==> config.mk <==
export PLATFORM = sky130hd
export DESIGN_NAME = combi_result_pipe
export DESIGN_NICKNAME = d
export VERILOG_FILES = /design/src/rtl/combi_pkg.sv /design/src/rtl/combi_result_fifo.sv /design/src/rtl/combi_result_pipe.sv
export SDC_FILE = /design/constraint.sdc
export NUM_CORES = 1
export LEC_CHECK = 0
export CORE_MARGIN = 3
export CORE_UTILIZATION = 60
export CTS_BUF_LIST = sky130_fd_sc_hd__clkbuf_8
export CTS_CLUSTER_SIZE = 30
export DETAILED_ROUTE_END_ITERATION = 10
export PLACE_DENSITY = 0.8
export SYNTH_ARGS = -nofsm -noshare
export SYNTH_HDL_FRONTEND = slang
export SYNTH_HIERARCHICAL = 1
export SYNTH_SLANG_ARGS = --single-unit
==> constraint.sdc <==
create_clock -name clk -period 2.9 [get_ports clk]
set_input_delay 0.58 -clock clk [delete_from_list [all_inputs] [get_ports clk]]
set_output_delay 0.58 -clock clk [all_outputs]
set_load 0.05 [all_outputs]
==> src/rtl/combi_pkg.sv <==
`default_nettype none
// ============================================================================
//  Module   : combi_pkg
//  Purpose  : Shared definitions for the combinational-result pipeline:
//             2-bit opcode encodings and the per-result flag bundle that is
//             stored next to each result in the buffer.
//  Ports    : none (package)
//  Revision : 1.0 - initial release
// ============================================================================
package combi_pkg;

    localparam logic [1:0] OP_ADD = 2'b00;
    localparam logic [1:0] OP_SUB = 2'b01;
    localparam logic [1:0] OP_MUL = 2'b10;
    localparam logic [1:0] OP_DIV = 2'b11;

    // Flags kept alongside every result. The result field itself depends on
    // the DATA_W parameter of the instantiating module, so the full entry
    // struct {result, ovf, dz} is completed there with this bundle as its tail.
    typedef struct packed {
        logic ovf;
        logic dz;
    } result_flags_t;

    localparam int unsigned FLAGS_W = $bits(result_flags_t);

endpackage : combi_pkg
`default_nettype wire

==> src/rtl/combi_result_fifo.sv <==
`default_nettype none
// ============================================================================
//  Module   : combi_result_fifo
//  Purpose  : Synchronous FIFO holding finished result entries.
//  Ports    : clk, reset_n (async active-low)
//             i_push / i_wdata  - write request and entry
//             i_pop             - read request (head advances)
//             o_rdata           - head entry (zero while empty)
//             o_full / o_empty  - occupancy boundaries
//             o_count           - occupancy, 0..DEPTH
//  Revision : 1.0 - initial release
// ============================================================================
module combi_result_fifo #(
    parameter int unsigned WIDTH = 10,
    parameter int unsigned DEPTH = 4
) (
    input  logic                       clk,
    input  logic                       reset_n,
    input  logic                       i_push,
    input  logic [WIDTH-1:0]           i_wdata,
    input  logic                       i_pop,
    output logic [WIDTH-1:0]           o_rdata,
    output logic                       o_full,
    output logic                       o_empty,
    output logic [$clog2(DEPTH):0]     o_count
);

    localparam int unsigned PTR_W = $clog2(DEPTH);
    localparam int unsigned CNT_W = PTR_W + 1;

    logic [WIDTH-1:0] mem_q [DEPTH];
    logic [PTR_W-1:0] wr_ptr_q, wr_ptr_d;
    logic [PTR_W-1:0] rd_ptr_q, rd_ptr_d;
    logic [CNT_W-1:0] count_q,  count_d;

    logic w_push;
    logic w_pop;

    assign o_full  = (count_q == CNT_W'(DEPTH));
    assign o_empty = (count_q == '0);
    assign o_count = count_q;

    // Requests are qualified here as well, so the FIFO can never over- or
    // underflow even if a caller ignores full/empty.
    assign w_push = i_push && !o_full;
    assign w_pop  = i_pop  && !o_empty;

    // Head is forced to zero while empty so nothing stale or uninitialised
    // ever reaches the outputs.
    assign o_rdata = o_empty ? '0 : mem_q[rd_ptr_q];

    always_comb begin
        wr_ptr_d = wr_ptr_q;
        rd_ptr_d = rd_ptr_q;
        count_d  = count_q;
        // DEPTH is a power of two, so natural pointer overflow is the wrap.
        if (w_push) wr_ptr_d = wr_ptr_q + PTR_W'(1);
        if (w_pop)  rd_ptr_d = rd_ptr_q + PTR_W'(1);
        case ({w_push, w_pop})
            2'b10:   count_d = count_q + CNT_W'(1);
            2'b01:   count_d = count_q - CNT_W'(1);
            default: count_d = count_q;
        endcase
    end

    always_ff @(posedge clk or negedge reset_n) begin
        if (!reset_n) begin
            wr_ptr_q <= '0;
            rd_ptr_q <= '0;
            count_q  <= '0;
        end else begin
            wr_ptr_q <= wr_ptr_d;
            rd_ptr_q <= rd_ptr_d;
            count_q  <= count_d;
        end
    end

    // Storage needs no reset: entries are only visible once counted.
    always_ff @(posedge clk) begin
        if (w_push) begin
            mem_q[wr_ptr_q] <= i_wdata;
        end
    end

endmodule : combi_result_fifo
`default_nettype wire

==> src/rtl/combi_result_pipe.sv <==
`default_nettype none
// ============================================================================
//  Module   : combi_result_pipe
//  Purpose  : Registered, flow-controlled stage for the add/sub/mul/div
//             datapath. Each accepted beat is computed in the push cycle,
//             tagged with overflow / divide-by-zero flags and buffered in a
//             small FIFO that feeds a valid/ready consumer.
//  Ports    : clk, reset_n (async active-low)
//             upstream  : i_valid, o_ready, i_op, i_value_a, i_value_b
//             downstream: o_valid, i_ready, o_result, o_flag_ovf, o_flag_dz
//             status    : o_count (FIFO occupancy)
//  Config   : COMBI_RESULT_SAT_EN - when defined, add/mul overflow saturate
//             to all-ones and sub borrow saturates to zero (flags still set).
//  Revision : 1.0 - initial release
// ============================================================================
module combi_result_pipe
    import combi_pkg::*;
#(
    parameter int unsigned DATA_W     = 8,
    parameter int unsigned FIFO_DEPTH = 4
) (
    input  logic                          clk,
    input  logic                          reset_n,
    input  logic                          i_valid,
    output logic                          o_ready,
    input  logic [1:0]                    i_op,
    input  logic [DATA_W-1:0]             i_value_a,
    input  logic [DATA_W-1:0]             i_value_b,
    output logic                          o_valid,
    input  logic                          i_ready,
    output logic [DATA_W-1:0]             o_result,
    output logic                          o_flag_ovf,
    output logic                          o_flag_dz,
    output logic [$clog2(FIFO_DEPTH):0]   o_count
);

    typedef struct packed {
        logic [DATA_W-1:0] result;
        result_flags_t     flags;
    } entry_t;

    localparam int unsigned ENTRY_W = $bits(entry_t);

    logic [DATA_W:0]     w_sum;
    logic [DATA_W:0]     w_diff;
    logic [2*DATA_W-1:0] w_prod;
    logic [DATA_W-1:0]   w_quot;
    entry_t              w_entry;
    entry_t              w_head;
    logic [ENTRY_W-1:0]  w_head_raw;
    logic                w_full;
    logic                w_empty;
    logic                w_push;
    logic                w_pop;

    // Zero-extended operands keep the carry/borrow in the top bit.
    assign w_sum  = {1'b0, i_value_a} + {1'b0, i_value_b};
    assign w_diff = {1'b0, i_value_a} - {1'b0, i_value_b};
    assign w_prod = {{DATA_W{1'b0}}, i_value_a} * {{DATA_W{1'b0}}, i_value_b};
    assign w_quot = (i_value_b == '0) ? '1 : (i_value_a / i_value_b);

    always_comb begin
        w_entry           = '0;
        case (i_op)
            OP_ADD: begin
                w_entry.result    = w_sum[DATA_W-1:0];
                w_entry.flags.ovf = w_sum[DATA_W];
            end
            OP_SUB: begin
                w_entry.result    = w_diff[DATA_W-1:0];
                w_entry.flags.ovf = w_diff[DATA_W];
            end
            OP_MUL: begin
                w_entry.result    = w_prod[DATA_W-1:0];
                w_entry.flags.ovf = |w_prod[2*DATA_W-1:DATA_W];
            end
            default: begin
                w_entry.result    = w_quot;
                w_entry.flags.dz  = (i_value_b == '0);
            end
        endcase
`ifdef COMBI_RESULT_SAT_EN
        // Clamp toward the side the true result fell off; div never sets ovf.
        if (w_entry.flags.ovf) begin
            w_entry.result = (i_op == OP_SUB) ? '0 : '1;
        end
`endif
    end

    // Ready comes only from registered occupancy, never from i_ready, so a
    // pop at full cannot let a push through in the same cycle.
    assign o_ready = !w_full;
    assign o_valid = !w_empty;
    assign w_push  = i_valid && o_ready;
    assign w_pop   = o_valid && i_ready;

    combi_result_fifo #(
        .WIDTH (ENTRY_W),
        .DEPTH (FIFO_DEPTH)
    ) u_fifo (
        .clk     (clk),
        .reset_n (reset_n),
        .i_push  (w_push),
        .i_wdata (w_entry),
        .i_pop   (w_pop),
        .o_rdata (w_head_raw),
        .o_full  (w_full),
        .o_empty (w_empty),
        .o_count (o_count)
    );

    assign w_head     = entry_t'(w_head_raw);
    assign o_result   = w_head.result;
    assign o_flag_ovf = w_head.flags.ovf;
    assign o_flag_dz  = w_head.flags.dz;

endmodule : combi_result_pipe
`default_nettype wire

# == Yosys cells after proc, flatten, opt, wreduce, memory -nomap -nowiden ==
# Memories as Yosys holds them, arrays and structs flattened.
# Cells that the tools add are included.
# classes
n_addsub,6
n_mul,1
n_div,1
magnitude_cmp,0
n_eq_ne,5
shift,0
muxes,8
bitwise,0
reduce_logical,12
# op_table
operator,n
one-hot mux 8 bit (3 select lines),1
multiplier 8 x 8 -> 16 bit,1
2-to-1 mux 10 bit,1
adder 8 x 8 -> 9 bit,1
subtractor 8 x 8 -> 9 bit,1
divider 8 x 8 -> 8 bit,1
logical NOT 8 bit,1
2-to-1 mux 8 bit,1
OR reduction 8 bit,1
one-hot mux 3 bit (2 select lines),1
adder 2 x 1 -> 2 bit (second input constant),2
equality test 2 x 1 -> 1 bit (second input constant),2
equality test 2 bit (second input constant),2
logical AND 1 bit,4
adder 3 x 1 -> 3 bit (second input constant),1
equality test 3 bit (second input constant),1
logical NOT 3 bit,1
2-to-1 mux 1 bit,3
one-hot mux 1 bit (3 select lines),1
OR reduction 3 bit,1
subtractor 3 x 1 -> 3 bit (second input constant),1
logical NOT 1 bit,2
logical NOT 2 bit,1
nonzero test 2 bit,1
# totals
ff_bits,7
latch_bits,0
mem_bits_rw,40
romBits,0
inputBits,22
elab_cells,37
memories,1
# mem_list
name,words,word_bits,read_ports,rd_clocked_by_memory_dff,write_ports,line_no,text
u_fifo.mem_q,4,10,1,0,1,combi_result_fifo.sv:31,logic [WIDTH-1:0] mem_q [DEPTH];

# == Longest topological paths before layout ==
# Gate-level depths: netlist of run 1.
# logic_depth
ltp_word,6
depth_mapped,51
mapped_depth_nobuf,49

# == Modules after synthesis ==
# The synthesis of run 1 kept the hierarchy.
# by_module_without_submodules
mod,instances,cells_each,area_per_inst_um2
combi_result_pipe,1,589,4515.6
combi_result_fifo,1,101,2004.4

# == Least setup slack after synthesis of run 1 ==
# OpenSTA, ideal clock, no wires.
# synth_timing
path_kind,input to register
from,in i_value_b[6]
to,mem u_fifo.mem_q[0][2] (data pin)
setup_ns,0.287
t_arrival_ns,10.218
t_required_ns,2.613
slack_ns,-7.605
path_stages,44
cell_sequence,buf_6 nor4_1 nand2_1 nor2_1 a21oi_1 a21oi_1 ha_1 o21a_1 or4_1 nand2_1 ha_1 o211ai_1 a211oi_4 o21ai_0 o21a_1 ha_1 a21oi_1 a21boi_0 (+8 left out) ha_1 a21oi_1 nand2_1 a31o_2 a41o_1 buf_6 mux2_2 ha_1 nor3_1 o41ai_1 a31oi_1 mux2_2 ha_1 a21o_1 a21oi_1 o21ai_0 a211oi_1 o21ai_0
# synth_lines
element,line_no,text
"start, declared",combi_result_pipe.sv:28,"input logic [DATA_W-1:0] i_value_b,"
"end, declared",combi_result_fifo.sv:31,

==> results of run 1 <==
[cell usage after synthesis, types with 4 or more instances]
| cell | number | area share [%] |
|---|---|---|
| inv_1 | 82 | 4.7 |
| a211oi_1 | 9 | 1.0 |
| nor2b_4 | 8 | 1.7 |
| xor2_1 | 9 | 1.2 |
| dfrtp_1 | 7 | 2.7 |
| nor2b_1 | 6 | 0.58 |
| a21oi_1 | 38 | 2.9 |
| mux2_4 | 4 | 0.92 |
| ha_1 | 96 | 18 |
| mux4_2 | 8 | 2.8 |
| nor2_1 | 58 | 3.3 |
| a21o_1 | 13 | 1.5 |
| clkbuf_1 | 16 | 0.92 |
| xnor2_1 | 17 | 2.3 |
| o211ai_1 | 8 | 0.92 |
| o21ai_0 | 28 | 2.1 |
| nor3_1 | 20 | 1.5 |
| o21a_1 | 15 | 1.7 |
| mux2_2 | 7 | 1.2 |
| nand2_1 | 33 | 1.9 |
| and2_1 | 28 | 2.7 |
| mux2i_1 | 5 | 0.77 |
| nand2b_1 | 7 | 0.67 |
| edfxtp_1 | 40 | 18 |
| o22ai_1 | 8 | 0.77 |
| nand3_1 | 8 | 0.61 |
| fa_1 | 39 | 12 |
| nor4_1 | 7 | 0.67 |
[worst register-to-register path, stage by stage (launching register included)]
cell and delay [ps]:
dfrtp_1 460, nor3_2 480, nor2b_1 170, and2b_1 250, ha_1 250, inv_1 90
fa_1 440, mux2i_1 220
[sequential cells by signal, summed over array words and instances, names as in the netlist]
name             flops
u_fifo/rd_ptr_q      2
u_fifo/o_count       3
u_fifo/wr_ptr_q      2
u_fifo/mem_q        40
[placed cells by master, fill, tap and decap left out, drive strengths merged, types with 4 or more instances in the layout]
cell type | Yosys | final
xor2 | 9 | 9
edfxtp | 40 | 40
o22ai | 8 | 8
nor2 | 58 | 58
o21ai | 29 | 29
ha | 96 | 96
clkbuf | 16 | 6
a21o | 13 | 13
fa | 39 | 39
a211oi | 10 | 10
mux2 | 11 | 11
clkdlybuf4s50 | 0 | 10
nand3 | 8 | 8
mux2i | 5 | 5
nand2b | 7 | 7
nand2 | 33 | 33
mux4 | 10 | 10
clkinvlp | 0 | 6
nor2b | 15 | 15
o21a | 15 | 15
buf | 5 | 230
nor4 | 7 | 7
nor3 | 20 | 20
and2 | 30 | 30
inv | 82 | 78
xnor2 | 17 | 17
a21oi | 38 | 38
dlygate4sd2 | 0 | 6
o211ai | 8 | 8
clkdlybuf4s15 | 0 | 4
dfrtp | 7 | 7
[logic make-up (layout without fill, tap and decap cells)]
logic type | count (synthesis) | in the layout | share of synthesized area [%]
buffers and inverters | 104 | 342 | 6.41
AO/OA/AOI/OAI | 150 | 151 | 15.2
XOR/XNOR | 26 | 26 | 3.49
adder cells (fa/ha/maj) | 135 | 135 | 30.4
multiplexers | 26 | 26 | 6.47
AND/OR/NAND/NOR | 202 | 202 | 17.0
flip-flops | 47 | 47 | 21.1
[layout make-up]
type	count	share of cell area, %
multi-input combinational	540	58.2
inverter	83	3.52
sequential	47	14.1
tap	136	1.75
clock inverter	3	0.167
clock buffer	5	0.706
timing repair buffer	251	21.5
[report_power, final]
part / internal, mW / switching (mW)
logic: 2.32 / 2.90
registers: 0.952 / 0.126
clock network: 0.165 / 0.230
total: 3.43 / 3.25
[worst max path at each step]
stage                  from                 end  slack [ps]  depth (start not counted)
2_1_floorplan  i_value_b[6]  u_fifo/mem_q[0][2]       -6590                         46
3_3_place_gp   i_value_b[4]  u_fifo/mem_q[0][2]       -7110                         43
3_5_place_dp   i_value_b[4]  u_fifo/mem_q[1][2]       -7660                         47
4_1_cts        i_value_b[7]  u_fifo/mem_q[1][2]       -6350                         44
5_1_grt        i_value_b[4]  u_fifo/mem_q[1][2]       -7830                         50
6_report       i_value_b[0]  u_fifo/mem_q[1][2]       -7710                         47
[per-layer routing]
layer / routed length (um) / track usage, % / share of wire (%) / vias to the layer above
met5: 12 / 0 / 0.041 / -
met2: 13500 / 66.2 / 46 / 740
li1: - / - / - / 2922
met1: 9560 / 45.0 / 32 / 3486
met4: 3310 / 25.1 / 11 / 2
met3: 3240 / 6.81 / 11 / 338
[repair_timing]
action                     CTS  global route
buffers inserted            39            28
gates resized for setup    128            81
pin swaps                   62            76
gates cloned                 1             0
setup endpoints to repair   36            36
==> flow_metrics.py, run 1 <==
metrics = {
    "placed_design": {
        "dp_worst_setup_slack_ps": -7660,
        "gp_congestion": 0.987,
        "port_buffers": 36,
        "dpl.hpwl_mm": 14.8,
        "dp_cells": 994,
        "postPlaceCellArea_sq_um": 8450,
    },
    "worst_setup_path": {
        "cp-start-kind": "primary input",
        "critical_path_peak_fanout": 8,
        "crit_path_end_kind": "flip-flop",
        "crit_required_ps": 2930,
        "cp_slowest_cell": "a211oi_4",
        "crit_family": "compound AO/OA/AOI/OAI gates",
        "reg2reg_depth": 7,
        "critical_path_class": "primary input to flip-flop",
        "path_common_cell": "ha_1",
        "cp.arrival_ps": 10640,
        "crit_buf_inv": 5,
        "r2r-end": "u_fifo/o_count[1]",
        "r2r-start": "u_fifo/o_count[0]",
        "slowest_delay_ps": 420,
        "rrSetupSlack_ps": 450,
    },
    "synth": {
        "yosysWarningCount": 6,
        "ys_ff_latch": 47,
        "avgSynthCellArea_sq_um": 9.45,
        "syn_nets": 847,
        "async_flop_share_pct": 14.9,
        "synth.distinct_cells": 70,
        "synth-edff-count": 40,
        "ys.flop_type": "edfxtp_1",
        "synth_seq_area_share_pct": 21.1,
        "synthesis.area_sq_um": 6520,
        "syn_inst": 690,
    },
    "timing": {
        "hold_violations": 0,
        "min_period_ps": 10610,
        "fin_skew_ps": 16.6,
        "setup_viol": 36,
        "fin_setup_tns_ps": -126260,
        "post-route-period-util_pct": 366,
        "maxSlewHeadroom_pct": 51.0,
        "holdWs_ps": 525,
        "tightestPinTransition_ps": 717,
        "rsz0062_at_grt": "true",
        "final_max_slew_viol_count": 0,
        "post-route-worst-setup-slack_ps": -7710,
        "clock.fmax_mhz": 94.3,
    },
    "floorplan": {
        "io_pins": 37,
        "start_util_pct": 62.3,
        "die_h_um": 110,
        "die-area_sq_um": 12200,
        "fp-row-count": 37,
        "core_sq_um": 10500,
        "fp.dieW_um": 110,
    },
    "global_route": {
        "grt_use_total_pct": 38.9,
        "antenna_found_initial": 1,
        "grt_pass1_wl_mm": 36.2,
        "globalRouteOverflowTotal": 0,
        "grt_max_degree": 20,
        "grt_pass1_vias": 7152,
    },
    "route": {
        "vias": 7488,
        "routedWlPerCell_um": 27.8,
        "drcViolationCount": 0,
        "ant_nets": 0,
        "viasPerCell": 7.03,
        "drt_iter0_markers": 1031,
        "drt-pass1-iter-count": 6,
        "finalWirelength_mm": 29.6,
    },
    "finish": {
        "diodes": 0,
        "syn_to_final_growth_pct": 49.5,
        "fin_util_pct": 93.2,
        "n_fill_cell": 342,
        "final_area_sq_um": 9750,
        "seqCellArea_sq_um": 1380,
        "layout.nets": 1085,
        "stdcell_count": 1065,
        "drive_above_1_share_pct": 44.8,
        "multi_input_area_sq_um": 5680,
    },
    "power": {
        "ir_drop_v": 0.000796,
        "leakagePower_nw": 4.38,
        "totalPowerFinal_mw": 6.69,
        "power_density_nw_per_um2": 686,
    },
    "cts": {
        "cts_hold_buffers": 0,
        "clock_sinks": 47,
        "htreeDepth": 2,
        "numCtsBuffers": 5,
        "cts_tree": "built",
        "clkTransAtPathRegs_ps": 90,
        "cts-root-buf": "clkbuf_8",
        "clock_path_buffers": 2,
        "clock_latency_ps": 320,
    },
    "run_status": {
        "status": "finished with violations",
        "violations": "negative setup slack",
    },
    "flow_run": {
        "drv_cap": 0,
    },
    "min_path": {
        "hp-class": "primary input to async pin",
    },
}
(Power assumes the default switching activity.)
==> run 2, diff against run 1 <==
CORE_UTILIZATION = 57   (was 60)
TNS_END_PERCENT = 20   (was not set)
clock period = 8.7 ns   (was 2.9 ns; I/O delays follow)
==> run 2 against run 1 <==
Compared with the run above: the flow still finishes with violations (negative setup slack); sequential cell count unchanged; worst hold slack improved by 37 ps; first-iteration DRC count fell by 52%; sequential share of layout area grew 2.2 points; worst setup slack improved by 5700 ps; clock power shrank 70%; non-clock buffer count shrank 98; sequential power decreased by 66%; register-to-register slack gained 5800 ps; final area fell by 13%; die area up 5.0%; via count decreased by 23%; critical path type unchanged; critical endpoint is now u_fifo/mem_q[2][2]; largest power group unchanged; highest routed layer is now met4.
==> flow_metrics.py, run 2 (same netlist as run 1, synthesis figures left out) <==
metrics = {
    "run_status": {
        "status": "finished with violations",
        "violations": "negative setup slack",
    },
    "worst_setup_path": {
        "cp.arrival_ps": 10780,
        "reg2reg_depth": 10,
        "cp_slowest_cell": "or4_4",
        "critical_path_peak_fanout": 8,
        "slowest_delay_ps": 510,
        "rrSetupSlack_ps": 6290,
        "crit_required_ps": 8740,
        "cp-start-kind": "primary input",
        "crit_path_end_kind": "flip-flop",
        "critical_path_class": "primary input to flip-flop",
        "r2r-end": "u_fifo/o_count[2]",
        "r2r-start": "u_fifo/o_count[0]",
        "path_common_cell": "ha_4",
    },
    "power": {
        "leakagePower_nw": 3.79,
        "power_density_nw_per_um2": 210,
        "ir_drop_v": 0.000304,
    },
    "cts": {
        "clkTransAtPathRegs_ps": 80,
        "numCtsBuffers": 5,
        "htreeDepth": 2,
        "clock_path_buffers": 2,
        "clock_sinks": 47,
        "clock_latency_ps": 300,
        "cts_hold_buffers": 0,
        "cts_tree": "built",
        "cts-root-buf": "clkbuf_8",
    },
    "route": {
        "ant_nets": 0,
        "vias": 5784,
        "routedWlPerCell_um": 18.7,
        "drt-pass1-iter-count": 5,
        "drcViolationCount": 0,
        "drt_iter0_markers": 493,
        "finalWirelength_mm": 18.1,
        "viasPerCell": 5.97,
    },
    "floorplan": {
        "die_h_um": 113,
        "fp.dieW_um": 113,
        "io_pins": 37,
        "core_sq_um": 11000,
        "die-area_sq_um": 12800,
        "start_util_pct": 59.1,
        "fp-row-count": 38,
    },
    "global_route": {
        "antenna_found_initial": 0,
        "grt_pass1_wl_mm": 29.1,
        "globalRouteOverflowTotal": 0,
        "grt_max_degree": 21,
        "grt_use_total_pct": 28.2,
        "grt_pass1_vias": 5933,
    },
    "finish": {
        "final_area_sq_um": 8450,
        "layout_commonest_cell": "buf_4",
        "top_register": "u_fifo/mem_q",
        "diodes": 0,
        "largest_reg_flops": 40,
        "layout.nets": 986,
        "final_cell_mix": "113 x buf_4, 82 x inv_1, 82 x ha_1, 51 x nor2_1, 40 x edfxtp_1",
        "syn_to_final_growth_pct": 29.6,
        "drive_above_1_share_pct": 28.1,
    },
    "timing": {
        "holdWs_ps": 562,
        "fin_skew_ps": 8.31,
        "min_period_ps": 10740,
        "maxSlewHeadroom_pct": 52.7,
        "post-route-worst-setup-slack_ps": -2040,
        "final_max_slew_viol_count": 0,
        "tightestPinTransition_ps": 691,
        "clock.fmax_mhz": 93.1,
        "setup_viol": 8,
        "post-route-period-util_pct": 123,
        "hold_violations": 0,
        "rsz0062_at_grt": "true",
    },
    "min_path": {
        "worstHoldStart": "u_fifo/o_count[2]",
        "hold_path_depth": 1,
        "hold-path-endpoint": "u_fifo/o_count[2]",
        "hp-class": "flip-flop to flip-flop",
    },
    "placed_design": {
        "gp_congestion": 0.983,
        "dpl.hpwl_mm": 13.9,
        "port_buffers": 36,
        "postPlaceCellArea_sq_um": 7880,
        "dp_worst_setup_slack_ps": -3130,
    },
    "flow_run": {
        "drv_cap": 0,
    },
}
-- run 2: worst max-delay path: cells and delay by family --
family / cells / cell delay [ps]
muxes: 1 / 360
buffers and inverters: 4 / 600
AOI/OAI and AO/OA: 28 / 5080
and+or+nand+nor: 7 / 1350
adders and majority gates: 7 / 1630
-- run 2: area by class of cell --
cell class,count,area (sq um)
Sequential cell,47,1380
Multi-Input combinational cell,539,5260
Fill cell,742,2580
Clock buffer,5,68.8
Tap cell,140,175
Clock inverter,2,8.76
Inverter,83,312
Timing Repair Buffer,153,1250
-- run 2: how the worst max path moves through the flow --
stage,start,end,cells after the start
final,i_value_b[5],u_fifo/mem_q[2][2],47
after global routing,i_value_b[5],u_fifo/mem_q[2][2],49
after CTS,i_value_b[7],u_fifo/mem_q[2][2],47
after detailed placement,i_value_b[4],u_fifo/mem_q[2][2],46
after global placement,i_value_b[4],u_fifo/mem_q[0][2],45
after floorplan,i_value_b[6],u_fifo/mem_q[0][2],46
-- run 2: power by group --
group,internal [mW],switching [mW],leakage [nW]
combinational,0.566,0.716,3.30
sequential,0.317,0.0523,0.448
clock,0.0535,0.0664,0.0414
total,0.936,0.835,3.79
-- run 2: per-layer routing --
metal	vias up	wire length, um	part of all wire [%]	GRT usage (%)
met3	57	1130	6.3	2.73
met5	-	0	0	0
met2	237	9270	51	49.9
li1	2725	-	-	-
met1	2765	7120	39	35.5
met4	0	581	3.2	11.0
-- run 2: per-stage QoR --
step / TNS, ps / util [%] / power (mW) / std cells
after floorplan: -11100 / - / 1.24 / 690
after detailed placement: -23010 / 71.4 / 1.59 / 937
final: -12130 / 76.6 / 1.77 / 969
after global routing: -14950 / 76.6 / 1.90 / 969
after CTS: -10540 / 75.4 / 1.75 / 960
after global placement: -16230 / 71.4 / 1.54 / 937
-- run 2: timing repair --
item / in CTS / in global routing
setup buffers: 16 / 9
endpoints found under the setup margin: 12 / 12
cloned: 0 / 0
pin swaps: 44 / 25
gates resized for setup: 72 / 16
